<file path="src/rtl/microwave_timer_ctrl.sv">
`default_nettype none
// ============================================================================
// Module  : microwave_timer_ctrl
// Brief   : Keypad/door sequencer driving a min:sec-tens:sec-units countdown
//           chain (load, clear, 1 Hz enable) with pause and end-of-cook beep.
// Revision: 1.0  initial release
// ============================================================================
module microwave_timer_ctrl #(
    parameter int BEEP_TICKS = 3,
    parameter int TENS_MAX   = 5
) (
    input  logic       clock,
    input  logic       reset,
    input  logic       tick_1hz,
    input  logic       keypad_valid,
    input  logic [3:0] keypad_digit,
    input  logic       start,
    input  logic       stop_clear,
    input  logic       door_closed,
    input  logic       count_zero,
    output logic [3:0] data_min,
    output logic [3:0] data_sec_t,
    output logic [3:0] data_sec_u,
    output logic       loadn,
    output logic       clearn,
    output logic       enable,
    output logic       magnetron_on,
    output logic       beep,
    output logic       entry_err
);

    localparam int             c_BCW       = (BEEP_TICKS > 1) ? $clog2(BEEP_TICKS) : 1;
    localparam logic [c_BCW-1:0] c_BEEP_LAST = c_BCW'(BEEP_TICKS - 1);
    localparam logic [3:0]     c_TENS_MAX  = 4'(TENS_MAX);

    typedef enum logic [2:0] {
        S_IDLE  = 3'd0,
        S_ENTRY = 3'd1,
        S_LOAD  = 3'd2,
        S_RUN   = 3'd3,
        S_PAUSE = 3'd4,
        S_DONE  = 3'd5
    } state_t;

    state_t             r_state;
    state_t             w_next;
    logic [3:0]         r_min;
    logic [3:0]         r_sec_t;
    logic [3:0]         r_sec_u;
    logic               r_loadn;
    logic               r_clearn;
    logic               r_entry_err;
    logic [c_BCW-1:0]   r_beep_cnt;

    logic               w_digit_ok;
    logic               w_buf_nz;
    logic               w_tens_bad;
    logic               w_buf_clr;
    logic               w_buf_shift;
    logic               w_clr_pulse;
    logic               w_err;
    logic               w_beep_inc;

    assign w_digit_ok = keypad_valid && (keypad_digit <= 4'd9);
    assign w_buf_nz   = |{r_min, r_sec_t, r_sec_u};
    assign w_tens_bad = (r_sec_t > c_TENS_MAX);

    always_ff @(posedge clock) begin
        if (reset) begin
            r_state <= S_IDLE;
        end else begin
            r_state <= w_next;
        end
    end

    always_comb begin
        w_next      = r_state;
        w_buf_clr   = 1'b0;
        w_buf_shift = 1'b0;
        w_clr_pulse = 1'b0;
        w_err       = 1'b0;
        w_beep_inc  = 1'b0;
        case (r_state)
            S_IDLE, S_ENTRY: begin
                if (stop_clear) begin
                    w_buf_clr   = 1'b1;
                    w_clr_pulse = 1'b1;
                    w_next      = S_IDLE;
                end else if (start && door_closed && w_buf_nz && !w_tens_bad) begin
                    w_next = S_LOAD;
                end else if (start && door_closed && w_tens_bad) begin
                    w_err = 1'b1;
                end else if (w_digit_ok) begin
                    w_buf_shift = 1'b1;
                    w_next      = S_ENTRY;
                end
            end
            S_LOAD: begin
                w_next = S_RUN;
            end
            S_RUN: begin
                // count_zero outranks an open door so a finished cook ends in DONE
                if (stop_clear) begin
                    w_next = S_PAUSE;
                end else if (count_zero) begin
                    w_next = S_DONE;
                end else if (!door_closed) begin
                    w_next = S_PAUSE;
                end
            end
            S_PAUSE: begin
                if (stop_clear) begin
                    w_buf_clr   = 1'b1;
                    w_clr_pulse = 1'b1;
                    w_next      = S_IDLE;
                end else if (start && door_closed) begin
                    w_next = S_RUN;
                end
            end
            S_DONE: begin
                if (stop_clear) begin
                    w_buf_clr = 1'b1;
                    w_next    = S_IDLE;
                end else if (tick_1hz) begin
                    if (r_beep_cnt == c_BEEP_LAST) begin
                        w_buf_clr = 1'b1;
                        w_next    = S_IDLE;
                    end else begin
                        w_beep_inc = 1'b1;
                    end
                end
            end
            default: begin
                w_next = S_IDLE;
            end
        endcase
    end

    always_ff @(posedge clock) begin
        if (reset) begin
            r_min       <= 4'd0;
            r_sec_t     <= 4'd0;
            r_sec_u     <= 4'd0;
            r_loadn     <= 1'b1;
            r_clearn    <= 1'b0;
            r_entry_err <= 1'b0;
            r_beep_cnt  <= '0;
        end else begin
            // loadn is low exactly while the FSM sits in LOAD
            r_loadn     <= (w_next != S_LOAD);
            r_clearn    <= !w_clr_pulse;
            r_entry_err <= w_err;
            if (w_buf_clr) begin
                r_min   <= 4'd0;
                r_sec_t <= 4'd0;
                r_sec_u <= 4'd0;
            end else if (w_buf_shift) begin
                r_min   <= r_sec_t;
                r_sec_t <= r_sec_u;
                r_sec_u <= keypad_digit;
            end
            if (r_state != S_DONE) begin
                r_beep_cnt <= '0;
            end else if (w_beep_inc) begin
                r_beep_cnt <= r_beep_cnt + 1'b1;
            end
        end
    end

    assign data_min     = r_min;
    assign data_sec_t   = r_sec_t;
    assign data_sec_u   = r_sec_u;
    assign loadn        = r_loadn;
    assign clearn       = r_clearn;
    assign entry_err    = r_entry_err;
    assign magnetron_on = (r_state == S_RUN);
    assign beep         = (r_state == S_DONE);
    // Every RUN exit condition gates enable in the same cycle it is seen
    assign enable       = (r_state == S_RUN) && tick_1hz && !count_zero && door_closed
                          && !stop_clear && !reset;

endmodule
`default_nettype wire

</file>
<file path="config.mk">
export PLATFORM = sky130hd
export DESIGN_NAME = microwave_timer_ctrl
export DESIGN_NICKNAME = d
export VERILOG_FILES = /design/src/rtl/microwave_timer_ctrl.sv
export SDC_FILE = /design/constraint.sdc
export NUM_CORES = 1
export LEC_CHECK = 0
export CAP_MARGIN = 20
export CORE_AREA = 4 4 54 56
export CTS_BUF_LIST = sky130_fd_sc_hd__clkbuf_16
export CTS_CLUSTER_SIZE = 40
export DETAILED_ROUTE_END_ITERATION = 8
export DIE_AREA = 0 0 58 60
export GPL_TIMING_DRIVEN = 0
export PLACE_DENSITY = 0.76
export SLEW_MARGIN = 5
export SYNTH_ARGS = -nofsm -noshare
export SYNTH_HDL_FRONTEND = slang
export SYNTH_SLANG_ARGS = --single-unit
export TNS_END_PERCENT = 50
</file>
<file path="constraint.sdc">
create_clock -name clock -period 2.3 [get_ports clock]
set_clock_uncertainty 0.15 [all_clocks]
set_input_delay 0.575 -clock clock [delete_from_list [all_inputs] [get_ports clock]]
set_output_delay 0.575 -clock clock [all_outputs]
set_load 0.1 [all_outputs]
</file>
## After elaboration in Yosys (flattened, before gate mapping)

Index checks and enable logic that the tools add are counted.

- Flip-flop bits (word level): 20
- Output and inout bits: 18
- Word-level logic and storage cells: 71

- Reduce and logical (&&, ||, !) cells: 22
- Order comparisons: 2
- Add/sub/neg operators: 1
- Bitwise operators: 1
- Equal/unequal tests: 8
- Multiplexer cells: 29

Operators by type and width:

| kind | count |
|---|---|
| $mux 3 | 12 |
| $mux 1 | 15 |
| $pmux 3 s5 | 1 |
| $reduce_or 12->1 | 1 |
| $logic_and 1x1->1 | 10 |
| $eq 3x2->1 const B | 2 |
| $eq 3x3->1 const B | 2 |
| $reduce_or 2->1 | 3 |
| $logic_not 1->1 | 5 |
| $gt 4x3->1 const B | 1 |
| $le 4x4->1 const B | 1 |
| $reduce_or 4->1 | 1 |
| $eq 3x1->1 const B | 1 |
| $logic_not 3->1 | 1 |
| $ne 3x2->1 const B | 1 |
| $ne 3x3->1 const B | 1 |
| $reduce_or 3->1 | 1 |
| $add 2x1->2 const B | 1 |
| $eq 2x2->1 const B | 1 |
| $pmux 1 s2 | 1 |
| $not 1->1 | 1 |

## Longest topological paths before layout

- Depth in word-level cells: 8
- Gate-level depth with buffers: 6

## Least setup slack after synthesis

OpenSTA, ideal clock, no wires.

- Kind: flip-flop to output port
- From: reg r_state[0]
- To: out enable
- Stages on the path, launching flop included: 4
- Setup slack: -4,221 ps
- Buffers on the path: 0
- Arrival: 5,796 ps
- Cells stage by stage: dfxtp_1 > inv_1 > nor3_1 > nor4b_1

- Word-level cells in the longest chain between the ends: 6

Ends and longest elaborated chain:

| item | line | RTL |
|---|---|---|
| start: declaration | 45 | `state_t r_state;` |
| start signal: assignment | 72 | `r_state <= w_next;` |
| $eq 3x2->1 | n/a |  |
| net magnetron_on | 27 | `output logic magnetron_on,` |
| $logic_and 1x1->1 (3 in a row) | 179 | `assign enable = (r_state == S_RUN) && tick_1hz && !count_zero && door_closed` |
| $logic_and 1x1->1 (2 in a row) | 180 | `&& !stop_clear && !reset;` |
| end: declaration | 26 | `output logic enable,` |

The timed path passes the listed nets, and every way through them passes these cells.

## Final worst setup path

- From: in stop_clear
- To: out enable

- Word-level cells in the longest chain between the ends: 3

Ends and longest elaborated chain:

| item | line | RTL |
|---|---|---|
| start: declaration | 18 | `input logic stop_clear,` |
| $logic_not 1->1 | 180 |  |
| $logic_and 1x1->1 (2 in a row) | 180 |  |

No other way between the ends.

==> impl.org <==
** Clock network
- Buffer depth of the longest clock path :: 2
- Number of clock buffers inserted by TritonCTS :: 3
- Number of levels in the clock H-tree :: 1
- Clock tree synthesis found a total of 20 sinks.
- Clock edge transition at the registers on the reported setup and hold paths :: 50 ps
- TritonCTS built the clock tree.
- The later pin in the worst-skew pair is clocked with a latency of 250 ps.
- Clk Tree Root Cell :: clkbuf_16
- Number of buffers inserted by hold repair at cts :: 0

** Drt
- After detailed routing, the average wire length per cell comes to 13.1 um.
- After detailed routing, the number of vias per cell comes to 5.14.
- The pre-antenna-repair detailed-routing pass consisted of 4 iterations.
- Final ANT Viol Nets :: 0
- For this block, the routed nets add up to 2.14 mm of wire.
- The detailed router placed 838 vias in this run.
- For this run, design rule violations remaining after detail routing come to 0.
- The first routing iteration left 6 violations.

** Global route
- Total congestion overflow :: 0
- Number of global-route vias before repair :: 872
- Antenna violations before repair :: 0
- Total routing usage reported by global routing :: 0.138
- Global-route wire length before repair :: 3.72 mm
- Entering global routing, the biggest net connects 12 pins.

** Placed design
- Port buffering added 29 buffers.
- Post-Place Cells :: 158
- The congestion estimate from routability-driven global placement came to 0.765.
- In this run the cell area measured after placement is 0.00126 sq mm.
- After legalization and detailed placement, the total HPWL measured 1.66 mm.

** Yosys
- Largest area contributor in the synthesized netlist :: dfxtp_1
- Counting flops with a built-in enable in the synthesized netlist gives 0.
- The most used flip-flop cell after synthesis is dfxtp_1.
- In the synthesized netlist, the number of instances is 99.
- Number of different library cells in the post-synthesis netlist :: 27
- In the synthesized netlist, the cells that appear most often are dfxtp_1 (20), nor2_1 (18), mux2i_1 (12).
- Post-synth net total :: 112
- Summed instance area of the synthesized netlist :: 900 sq um
- Most repeated cell in the gate-level netlist after synthesis :: dfxtp_1
- For this run, the register share of the synthesized area comes to 0.445.
- Count of yosys warnings during synthesis :: 0
- Share of async-settable or async-resettable flops after synthesis :: 0
- Fraction of post-synthesis cell area in the top cell type by area :: 0.445
- Leading post-synthesis cells by cell area :: dfxtp_1 (45%), mux2i_1 (13%), nor2_1 (7.5%)
- Count of state elements after synthesis :: 20
- In this run the mean area of a mapped cell was 9.09 sq um.

** Timing
- The tightest hold path in the finished design has a slack of 370 ps.
- In the finished design, the share of the clock period the worst path needs comes to 1.02.
- Final setup margin :: -45.9 ps
- Final Hold Fails :: 0
- Maximum frequency from static timing analysis :: 426 MHz
- Worst slew margin :: 0.359
- Setup violations remaining at the end of the flow were counted as 1.
- Final Critical Period :: 2350 ps
- The max-slew violation count came to 0.
- Transition at the pin with the smallest max-transition slack :: 965 ps
- Setup repair after global routing missed its margin :: true

** Floorplanning
- The initial utilization of the core area, before any placement, comes to 0.370.
- For this design the top-level I/O count stands at 30.
- The die is 58 um wide.
- The die covers 0.00348 sq mm.
- The floorplan step set the die height to 60 um.
- Number of placement rows :: 18
- Standard cell core area :: 0.00243 sq mm

** Power
- Power density normalized to cell area :: 598 mW/mm^2
- The analysis attributes to cell leakage a power of 0.567 nW.
- Overall power consumption after layout is estimated at 798 uW.
- The worst-case IR drop observed on VDD is 0.531 mV.

** Job
- The tool flagged a number of max-cap violations equal to 0.

** Worst setup path
- STA classifies the critical path startpoint as an input pin.
- In this run the worst path has a maximum fanout of 7.
- The critical path in this run is classified as in2out.
- STA classifies the critical path endpoint as an output pin.
- STA puts the critical path data required time at 1570 ps.
- Critical path arrival :: 1620 ps

** Final layout
- 0 antenna diodes ended up in the layout.
- Fill cells in the final layout number 253.
- The finished layout holds 163 standard cells, fillers aside.
- Compared with the post-synthesis result, the final layout area differs by 48.4%.
- Layout net count :: 147
- Of the cells placed in the final design, the portion with a size suffix greater than 1 is 0.173.
- Final Cell Area :: 0.00134 sq mm

** Status
- The run finished, with violations left.
- The checks that failed: negative setup slack.

** Worst hold path
- The tightest min-delay check is of the reg2reg type.
## worst max-delay path: stages
cell and delay, ps:
buf_8 110, or3b_4 410, nor4b_4 270, buf_6 260
## placed cells by master, fill, tap and decap left out, types with 2 or more instances in the layout
master,instances
dfxtp_1,15
nand3_1,3
inv_1,4
buf_8,2
nor2_1,18
dlygate4sd2_1,15
mux2i_1,12
a31oi_1,3
nand2_1,7
a21oi_1,4
nor3b_1,2
dlymetal6s2s_1,2
clkdlybuf4s50_1,6
nor4_1,4
dfxtp_2,4
o21ai_0,4
buf_4,2
clkbuf_16,3
## repair_timing
item,in CTS,in global routing
gates cloned,0,0
resized for setup,38,11
pin swaps,2,2
setup buffers,1,0
setup endpoints to repair,20,2
## layout make-up
cell class	instances	area, sq um	area share
multi-input cells	72	490	0.367
flip-flops and latches	20	409	0.306
repair buffers	30	279	0.209
clock buffers	3	75.1	0.0562
well taps	30	37.5	0.0281
inverters	5	21.3	0.0159
plain buffers	2	18.8	0.0141
clock inverters	1	3.75	0.00281
## metal layers
| metal | vias up | global-route usage | wire length, um | part of all wire |
|---|---|---|---|---|
| met2 | 40 | 0.224 | 948 | 0.44 |
| li1 | 421 | - | - | - |
| met5 | - | 0 | 0 | 0 |
| met3 | 5 | 0.0367 | 183 | 0.086 |
| met4 | 0 | 0.0695 | 42 | 0.020 |
| met1 | 372 | 0.168 | 962 | 0.45 |
## flip-flops by register name (all words and copies together), names as in the netlist
name	count
data_sec_t	4
loadn	1
entry_err	1
data_sec_u	4
r_state	3
r_beep_cnt	2
data_min	4
clearn	1
## path summary, 6_finish.rpt
check | startpoint | endpoint | slack [ps] | cells after the start
setup reg to reg | data_sec_u[3]$_SDFFE_PP0P_ | data_sec_t[1]$_SDFFE_PP0P_ | 300 | 6
hold reg to reg | r_beep_cnt[1]$_SDFFE_PP0P_ | r_beep_cnt[1]$_SDFFE_PP0P_ | 370 | 2
hold / removal | r_beep_cnt[1]$_SDFFE_PP0P_ | r_beep_cnt[1]$_SDFFE_PP0P_ | 370 | 2
setup / recovery | stop_clear | enable | -50 | 4
## cells by family after synthesis
kind of cell | after synthesis | synth area share
AO/OA/AOI/OAI | 18 | 0.146
adder cells (fa/ha/maj) | 1 | 0.0139
AND/OR/NAND/NOR | 40 | 0.210
buffers and inverters | 7 | 0.0417
XOR/XNOR | 1 | 0.00974
flip-flops | 20 | 0.445
multiplexers | 12 | 0.134
## stage by stage
stage / setup slack, ps / setup TNS (ps) / utilization
after global routing: -62.9 / -62.9 / 0.549
after floorplan: -837 / -837 / -
after detailed placement: -1510 / -4650 / 0.520
final: -45.9 / -45.9 / 0.549
after global placement: -1500 / -4570 / 0.520
after CTS: -164 / -164 / 0.549
## report_power, final
group          switching [mW]  internal, mW  leakage, nW
registers             0.00391         0.350        0.164
clock network           0.118         0.231       0.0423
logic                  0.0566        0.0387        0.361
(Power assumes the default switching activity.)
==> edit: new RTL, same settings <==
Register the input `keypad_valid` before use. The logic sees it one clock later. The other inputs are not delayed to match.
--- a/src/rtl/microwave_timer_ctrl.sv
+++ b/src/rtl/microwave_timer_ctrl.sv
@@ -42,6 +42,12 @@
         S_DONE  = 3'd5
     } state_t;
 
+    logic keypad_valid_q;
+
+    always_ff @(posedge clock) begin
+        keypad_valid_q <= keypad_valid;
+    end
+
     state_t             r_state;
     state_t             w_next;
     logic [3:0]         r_min;
@@ -61,7 +67,7 @@
     logic               w_err;
     logic               w_beep_inc;
 
-    assign w_digit_ok = keypad_valid && (keypad_digit <= 4'd9);
+    assign w_digit_ok = keypad_valid_q && (keypad_digit <= 4'd9);
     assign w_buf_nz   = |{r_min, r_sec_t, r_sec_u};
     assign w_tens_bad = (r_sec_t > c_TENS_MAX);
 
Behaviour: not the same (a bounded check fails within 4 cycles, from zero or initial values and one cycle with reset high).
==> edit against the unedited design <==
  * The flow still finishes with violations (setup timing)
  * Setup slack worse by 0.0024 ns
  * Count of clock-buffer cells in the layout stayed put
  * First-iteration DRC count up 33%
  * Total power is 3.2% higher
  * Wire length rose by 3.5%
  * Synthesized area up 3.6%
  * Design area up 3.6%
  * Sequential cell count rose by 1
  * Largest cell class unchanged
  * Highest routed layer unchanged
==> edit: results (changes against the unedited design) <==
* Status: finished, violations left
* Failing checks: setup timing
* Detailed placement HPWL at 1648 µm (-0.61%)
* Maximum VDD drop at 0.0004718 V (-11%)
* Placed standard-cell area at 1285 µm² (+1.6%)
* Setup ws final at -0.04834 ns (-0.002406 ns)
* Pre-CTS setup slack at -1.444 ns (+0.06798 ns)
* Vias in the first global route at 856 (-1.8%)
* Endpoints failing setup at 1 (unchanged)
* Mux share of post-synthesis cell area at 12.89% (-0.47 points)
* Fraction of layout cells with a size suffix above 1 at 19.57% (+2.3 points)
* Metal3 WL at 168 µm (-8.2%)
* First-pass GRT wire length at 3774 µm (+1.5%)
* Area share of xor/xnor cells in the synthesized design at 0.9396% (-0.034 points)
* Commonest cells post-synth: dfxtp_1, nor2_1, mux2i_1
* Clock latency on the worst-skew pair at 0.25 ns (about the same)
* Max-slew headroom at 35.26% (-0.68 points)
* DRT iter0 DRCs at 8 (+2)
* Beginning of the worst hold path: data_sec_u[1]
* Cell variety after synth at 33 (+22%)
* Leakage Power at 0.6014 nW (+6.0%)
* Syn nets at 114 (+1.8%)
* Total negative setup slack at -0.04834 ns (-0.002406 ns)
* Via count at 849 (+1.3%)
* Non-Filler Instances at 168 (+3.1%)
* GRT Util Overall at 14.06% (+0.26 points)
* Met1 wire length at 981 µm (+2.0%)
* GR met1 Demand/Resource at 16.36% (-0.44 points)
* Post-Synth Adder-Cell Area at 1.342% (-0.049 points)
* Met2 global-route usage at 23.87% (+1.5 points)
* Post-synthesis compound-gate area fraction at 12.89% (-1.7 points)
* Syn avg cell area at 9.229 µm² (+1.6%)
* RD Place Congestion at 0.7646 (about the same)
* Async S/R FF share, synth at 0% (unchanged)
* Met3 Use GR at 4.968% (+1.3 points)
* Final net count at 152 (+3.4%)
* Peak fanout along the critical path at 2 (-5)
* Met2 WL at 1033 µm (+9.0%)
* Fillers at 249 (-1.6%)
* Drt total wl at 2210 µm (+3.5%)
* Top post-synthesis cells by area: dfxtp_1, mux2i_1, nor2_1
* Reg2reg start: data_sec_t[3]
* Post-synthesis sequential area ratio at 45.10% (+0.59 points)
-- edit: changes by cell type in the layout (fill, tap and decap cells not counted), moves of 2 or more --
cell,before,now
buf_4,2,6
dfxtp_2,4,7
o21ai_0,4,1
a31oi_1,3,1
buf_6,1,3
nand2b_1,0,2
nor2b_1,0,2
-- edit: cell type report --
type	count	area [µm²]	area share, %
Tap cell	30	37.54	2.715
Inverter	4	15.01	1.086
Clock buffer	3	75.07	5.430
Multi-Input combinational cell	73	501.7	36.29
Timing Repair Buffer	33	301.5	21.81
Sequential cell	21	429.2	31.04
Clock inverter	1	3.754	0.2715
Buffer	3	18.77	1.357
-- edit: worst max-delay path, stage by stage --
cell and delay, ns:
buf_8 0.09, or3b_4 0.40, nor4b_4 0.29, buf_6 0.26
-- edit: worst paths after layout --
check             endpoint  slack [ns]  cells past startpoint
min          data_sec_u[1]        0.37                      2
max reg2reg  data_sec_u[0]        0.24                      7
max                 enable       -0.05                      4
min reg2reg  data_sec_u[1]        0.37                      2
-- edit: power breakdown --
| part | internal [mW] | leakage [nW] | total [mW] | switching (mW) |
|---|---|---|---|---|
| clock | 0.231 | 0.0423 | 0.354 | 0.123 |
| combinational | 0.0440 | 0.386 | 0.0984 | 0.0545 |
| sequential | 0.369 | 0.174 | 0.372 | 0.00267 |
-- edit: repair_timing --
action                                  4_1_cts  5_1_grt
setup buffers                                 1        3
cloned                                        0        0
resized for setup                            42       14
endpoints found under the setup margin       28       12
pin swaps                                     3        3
-- edit: cells by family (layout without fill, tap and decap cells) --
group | after synthesis | after routing
AND/OR/NAND/NOR | 43 | 43
XOR/XNOR | 1 | 1
buffers and inverters | 7 | 44
flip-flops | 21 | 21
multiplexers | 12 | 12
adder cells (fa/ha/maj) | 1 | 1
AO/OA/AOI/OAI | 16 | 16
